**src/rtl/priority_resolver_isr.sv**
```systemverilog
// rtl/priority_resolver_isr.sv - 8259-style priority resolver, in-service register and INTA sequencer
// Rotating priority is built only when ROTATE_PRIORITY_EN is defined; otherwise IR0 is fixed highest.
module priority_resolver_isr #(
    parameter int INTA_TIMEOUT   = 255,
    parameter int SPURIOUS_LEVEL = 7
) (
    input  logic       clk,
    input  logic       rst,
    input  logic [7:0] interrupt_request_register,
    input  logic [7:0] interrupt_mask,
    input  logic       inta,
    input  logic       eoi_nonspecific,
    input  logic       eoi_specific,
    input  logic [2:0] eoi_level,
    input  logic       rotate_on_eoi,
    input  logic       auto_eoi,
    output logic       int_out,
    output logic [7:0] clear_IRR,
    output logic       freeze,
    output logic [7:0] in_service_register,
    output logic [2:0] vector_level,
    output logic       vector_valid
);
    typedef enum logic {IDLE = 1'b0, WAIT_ACK2 = 1'b1} state_t;

    localparam logic [7:0] TMO_LAST = 8'(INTA_TIMEOUT - 1);
    localparam logic [2:0] SPUR_LVL = 3'(SPURIOUS_LEVEL);

    state_t     state;
    state_t     state_next;
    logic [2:0] lowest_ptr;
    logic [7:0] pending;
    logic [2:0] req_top;
    logic [2:0] isr_top;
    logic       int_next;
    logic       first_ack;
    logic       second_ack;
    logic       timeout_hit;
    logic       ack_valid;
    logic [7:0] tmo_cnt;
    logic [2:0] ack_level;
    logic       ack_spurious;
    logic [7:0] eoi_clr;
    logic [7:0] auto_clr;
    logic [7:0] set_mask;
    logic [7:0] isr_next;
    logic       eoi_hit;
    logic       auto_hit;
    logic [2:0] eoi_lvl;

    // Scan from the level just above the lowest-priority pointer, wrapping modulo 8.
    function automatic logic [2:0] top_of(input logic [7:0] v, input logic [2:0] lp);
        logic [2:0] idx;
        logic [2:0] res;
        logic       found;
        res   = lp + 3'd1;
        found = 1'b0;
        for (int i = 0; i < 8; i++) begin
            idx = lp + 3'd1 + 3'(i);
            if (v[idx] && !found) begin
                res   = idx;
                found = 1'b1;
            end
        end
        return res;
    endfunction

    // Rank 0 is the highest priority under the current pointer.
    function automatic logic [2:0] rank_of(input logic [2:0] n, input logic [2:0] lp);
        return n - lp - 3'd1;
    endfunction

    assign pending   = interrupt_request_register & ~interrupt_mask;
    assign req_top   = top_of(pending, lowest_ptr);
    assign isr_top   = top_of(in_service_register, lowest_ptr);
    assign int_next  = (pending != 8'd0) &&
                       ((in_service_register == 8'd0) ||
                        (rank_of(req_top, lowest_ptr) < rank_of(isr_top, lowest_ptr)));
    assign ack_valid = int_out && (pending != 8'd0);

    always_ff @(posedge clk or posedge rst) begin
        if (rst) begin
            state <= IDLE;
        end else begin
            state <= state_next;
        end
    end

    always_comb begin
        state_next = state;
        case (state)
            IDLE:      if (inta) state_next = WAIT_ACK2;
            WAIT_ACK2: if (inta || timeout_hit) state_next = IDLE;
            default:   state_next = IDLE;
        endcase
    end

    always_comb begin
        freeze      = (state == WAIT_ACK2);
        first_ack   = (state == IDLE) && inta;
        second_ack  = (state == WAIT_ACK2) && inta;
        timeout_hit = (state == WAIT_ACK2) && !inta && (tmo_cnt == TMO_LAST);
    end

    // EOI clears land before the new acknowledge bit is set, so a set always survives.
    always_comb begin
        eoi_clr  = 8'd0;
        eoi_hit  = 1'b0;
        eoi_lvl  = 3'd0;
        if (eoi_specific) begin
            if (in_service_register[eoi_level]) begin
                eoi_clr[eoi_level] = 1'b1;
                eoi_hit            = 1'b1;
                eoi_lvl            = eoi_level;
            end
        end else if (eoi_nonspecific && (in_service_register != 8'd0)) begin
            eoi_clr[isr_top] = 1'b1;
            eoi_hit          = 1'b1;
            eoi_lvl          = isr_top;
        end
        auto_hit = second_ack && auto_eoi && !ack_spurious;
        auto_clr = auto_hit ? (8'd1 << ack_level) : 8'd0;
        set_mask = (first_ack && ack_valid) ? (8'd1 << req_top) : 8'd0;
        isr_next = (in_service_register & ~eoi_clr & ~auto_clr) | set_mask;
    end

    always_ff @(posedge clk or posedge rst) begin
        if (rst) begin
            int_out             <= 1'b0;
            clear_IRR           <= 8'd0;
            in_service_register <= 8'd0;
            vector_level        <= 3'd0;
            vector_valid        <= 1'b0;
            tmo_cnt             <= 8'd0;
            ack_level           <= 3'd0;
            ack_spurious        <= 1'b0;
        end else begin
            int_out             <= int_next;
            clear_IRR           <= set_mask;
            in_service_register <= isr_next;
            vector_valid        <= second_ack;
            if (second_ack) begin
                vector_level <= ack_level;
            end
            if (first_ack) begin
                ack_level    <= ack_valid ? req_top : SPUR_LVL;
                ack_spurious <= !ack_valid;
            end
            if ((state == WAIT_ACK2) && !inta && !timeout_hit) begin
                tmo_cnt <= tmo_cnt + 8'd1;
            end else begin
                tmo_cnt <= 8'd0;
            end
        end
    end

`ifdef ROTATE_PRIORITY_EN
    always_ff @(posedge clk or posedge rst) begin
        if (rst) begin
            lowest_ptr <= 3'd7;
        end else if (rotate_on_eoi && eoi_hit) begin
            lowest_ptr <= eoi_lvl;
        end else if (rotate_on_eoi && auto_hit) begin
            lowest_ptr <= ack_level;
        end
    end
`else
    logic unused_rotate;
    assign unused_rotate = rotate_on_eoi ^ eoi_hit ^ (^eoi_lvl);
    assign lowest_ptr    = 3'd7;
`endif

endmodule

```
**config.mk**
```make
export PLATFORM = sky130hd
export DESIGN_NAME = priority_resolver_isr
export DESIGN_NICKNAME = d
export VERILOG_FILES = /design/src/rtl/priority_resolver_isr.sv
export SDC_FILE = /design/constraint.sdc
export NUM_CORES = 1
export LEC_CHECK = 0
export CAP_MARGIN = 20
export CORE_ASPECT_RATIO = 2
export CORE_UTILIZATION = 50
export DETAILED_ROUTE_END_ITERATION = 10
export DONT_BUFFER_PORTS = 1
export SYNTH_ARGS = -nofsm -noshare
export SYNTH_HDL_FRONTEND = slang
export SYNTH_SLANG_ARGS = --single-unit
export TNS_END_PERCENT = 30
```
**constraint.sdc**
```tcl
create_clock -name clk -period 2.4 [get_ports clk]
set_clock_uncertainty 0.2 [all_clocks]
set_input_delay 0.36 -clock clk [delete_from_list [all_inputs] [get_ports clk]]
set_output_delay 0.36 -clock clk [all_outputs]
set_load 0.01 [all_outputs]
```
==> out/qor.json <==
{
  "timing": {
    "final_hold_viol_count": 0,
    "fmaxAchievable_mhz": 434,
    "slew-limit-headroom_pct": 66.8,
    "fin_tns_setup_ps": 0,
    "report.final.slew_viol_count": 0,
    "finalWorstPathRequiredPeriod_ps": 2300,
    "fin_crit_sh_pct": 96.0,
    "timing.hold.ws_ps": 149,
    "worst_margin_pin_slew_ps": 496,
    "setup_violations": 0,
    "unrepaired_setup_endpoints_after_global_routing": "false"
  },
  "global_routing": {
    "grt_antenna_before_repair": 0,
    "grt_overflow": 0,
    "grt_pass1_vias": 1523,
    "grt.total_usage_pct": 23.6,
    "grt_first_pass_wirelength_um": 6760,
    "grt_start_max_net_pins": 35
  },
  "min_path": {
    "hold_class": "in2reg"
  },
  "floorplanning": {
    "fp.dieW_um": 45.0,
    "top_level_ports": 48,
    "die-area_um2": 3970,
    "start_util_pct": 51.9,
    "die-height_um": 88.1,
    "core_area_um2": 3570,
    "rows": 31
  },
  "route": {
    "avgViaCountPerCell": 5.93,
    "route.vias.total": 1442,
    "dr.first_iter.drc_count": 25,
    "wire_per_inst_um": 17.8,
    "drtPass1Iterations": 4,
    "postRouteAntennaNets": 0,
    "route.detailed.drc": 0,
    "drt_wl_total_um": 4330
  },
  "clock_network": {
    "cts.reportedPaths.clkPinSlew_ps": 70,
    "postCtsSetupRepairBufs": 0,
    "cts_repair_resize_count": 0,
    "clock_latency_ps": 280,
    "clock_tree.buffer_depth": 2,
    "cts-root-buf": "clkbuf_8",
    "cts_inserted_buffers": 5,
    "cts_htree_levels": 2,
    "cts_num_sinks": 34,
    "cts_tree": "done"
  },
  "status": {
    "outcome": "completed"
  },
  "layout": {
    "antenna_cells_inserted": 0,
    "final_common_cell": "dfrtp_1",
    "design.final.nets": 222,
    "utilization_pct": 57.6,
    "filler_cell_count": 362,
    "synthToLayoutAreaGrowth_pct": 11.0,
    "seqCellArea_um2": 851,
    "multiInputGateArea_um2": 971,
    "most_used_cells_in_the_layout_excluding_fill_and_tap_cells": "dfrtp_1, nor2_1, nand2_1, nand2b_1",
    "drive_gt1_share_pct": 18.0
  },
  "synth": {
    "synth_warnings": 0,
    "syn-num-nets": 208,
    "dominantRegCellSynth": "dfrtp_1",
    "synthDistinctLibCells": 45,
    "ys_async_sr_fraction_pct": 100,
    "ys_ff_latch": 34,
    "synth_area_per_cell_um2": 10.3,
    "postSynthCellCount": 179,
    "count_of_flip_flops_with_a_built_in_enable_after_synthesis": 0,
    "seq_area_frac_synth_pct": 45.9,
    "netlist_area_um2": 1850
  },
  "pwr": {
    "clock_power_share_pct": 21.6,
    "power_report.internal_total_mw": 1.21,
    "power_per_standard_cell_area_nw_per_um2": 951,
    "power.ir.vdd_worst_uv": 611,
    "share_comb_of_total_power_pct": 33.4,
    "power_switching_share_pct": 38.1,
    "p_sw_mw": 0.744,
    "power_after_layout_mw": 1.95,
    "p_leak_nw": 0.875,
    "sequentialPowerShare_pct": 45.1
  },
  "worst_setup_path": {
    "crit_required_ps": 2350,
    "reg2reg_end": "int_out",
    "cp-endpoint": "int_out",
    "criticalPathCategory": "reg2reg",
    "timing.critical_path.to_type": "flip-flop",
    "regToRegSetupSlack_ps": 100,
    "timing.critical_path.fanout_max": 5,
    "worstSetupStartpointType": "flip-flop",
    "rr_worst_depth": 7,
    "worst_r2r_startpoint": "in_service_register[2]",
    "worstSetupStartpoint": "in_service_register[2]",
    "worstPathArrival_ps": 2260
  },
  "place": {
    "dpl.hpwl_um": 3500,
    "io_buffer_count": 0,
    "place.gp.congestion": 0.890
  },
  "job": {
    "max_cap_viol_count": 0
  }
}
## registers in the layout (all words and copies together) (netlist names)
signal and cells:
freeze 1, in_service_register 8, ack_spurious 1, clear_IRR 8
int_out 1, vector_valid 1, ack_level 3, vector_level 3
tmo_cnt 8
## layout make-up
class / count / area share, %
clock buffers: 7 / 4.20
multi-input cells: 139 / 47.2
inverters: 5 / 0.913
repair buffers: 8 / 3.04
flip-flops and latches: 34 / 41.4
clock inverters: 1 / 0.243
well taps: 49 / 2.98
## logic make-up after synthesis
kind of cell               Yosys count  share of synthesized area, %
adders and majority gates            3                          2.03
AOI/OAI and AO/OA                   39                          16.6
buffers and inverters                6                          1.62
and+or+nand+nor                     88                          29.2
muxes                                3                          1.82
xor gates and xnor gates             6                          2.84
DFF                                 34                          45.9
## repair_timing
| action | 4_1_cts | 5_1_grt |
|---|---|---|
| hold buffers | 1 | 0 |
| setup endpoints to repair | 0 | 0 |
| hold endpoints to repair | 34 | 0 |
## worst min-delay path by stage
stage                     from            to  slack, ps  cells after the start
floorplan           tmo_cnt[0]    tmo_cnt[0]        290                      1
global placement           rst  vector_valid        160                      2
detailed placement         rst        freeze        170                      2
CTS                       inta  vector_valid        140                      2
global route              inta  vector_valid        160                      2
finish                    inta  vector_valid        150                      2
## cells in the mapped netlist (3+ instances only)
master    count  area (um2)
a21oi_1       5        25.0
and2b_2       3        26.3
nand2_1      10        37.5
o311ai_0      3        26.3
dfrtp_1      34         851
inv_1         5        18.8
nor3_2        3        30.0
o221ai_1      6        52.6
xor2_1        5        43.8
nor3_1        3        15.0
nor2b_1       3        18.8
nand3_1       8        40.0
mux2_2        3        33.8
o21bai_1      8        60.1
nor2_1       26        97.6
ha_1          3        37.5
nand2b_1     10        62.6
and2_1        3        18.8
## worst max-delay path, cell delays in order (launching register included)
cell	delay, ps
dfrtp_1	490
nor4_4	410
o21ai_1	230
and2_1	200
ha_1	290
nand2_1	50
o31ai_1	260
a31oi_1	70
## per-stage QoR
step                      cells  cell area [um2]  setup slack, ps
after floorplan             179             1850              250
after global placement      234             1950              229
after detailed placement    234             1950              163
after CTS                   243             2060              141
after global routing        243             2060             13.2
final                       243             2060             95.2
## power by group through the flow
stage	Clock (mW)	Sequential, mW	Combinational (mW)
2_1_floorplan	0	0.856	0.490
3_3_place_gp	0	0.889	0.629
3_5_place_dp	0	0.894	0.640
4_1_cts	0.434	0.882	0.646
5_1_grt	0.453	0.898	0.720
6_report	0.422	0.881	0.652
## per-layer routing
| metal | vias up | GRT usage (%) | wire length [um] |
|---|---|---|---|
| met1 | 704 | 19.7 | 1350 |
| met5 | - | 0 | 0 |
| li1 | 676 | - | - |
| met3 | 13 | 5.57 | 218 |
| met4 | 0 | 12.7 | 153 |
| met2 | 49 | 46.5 | 2600 |
Power figures use the tool's default switching activity.
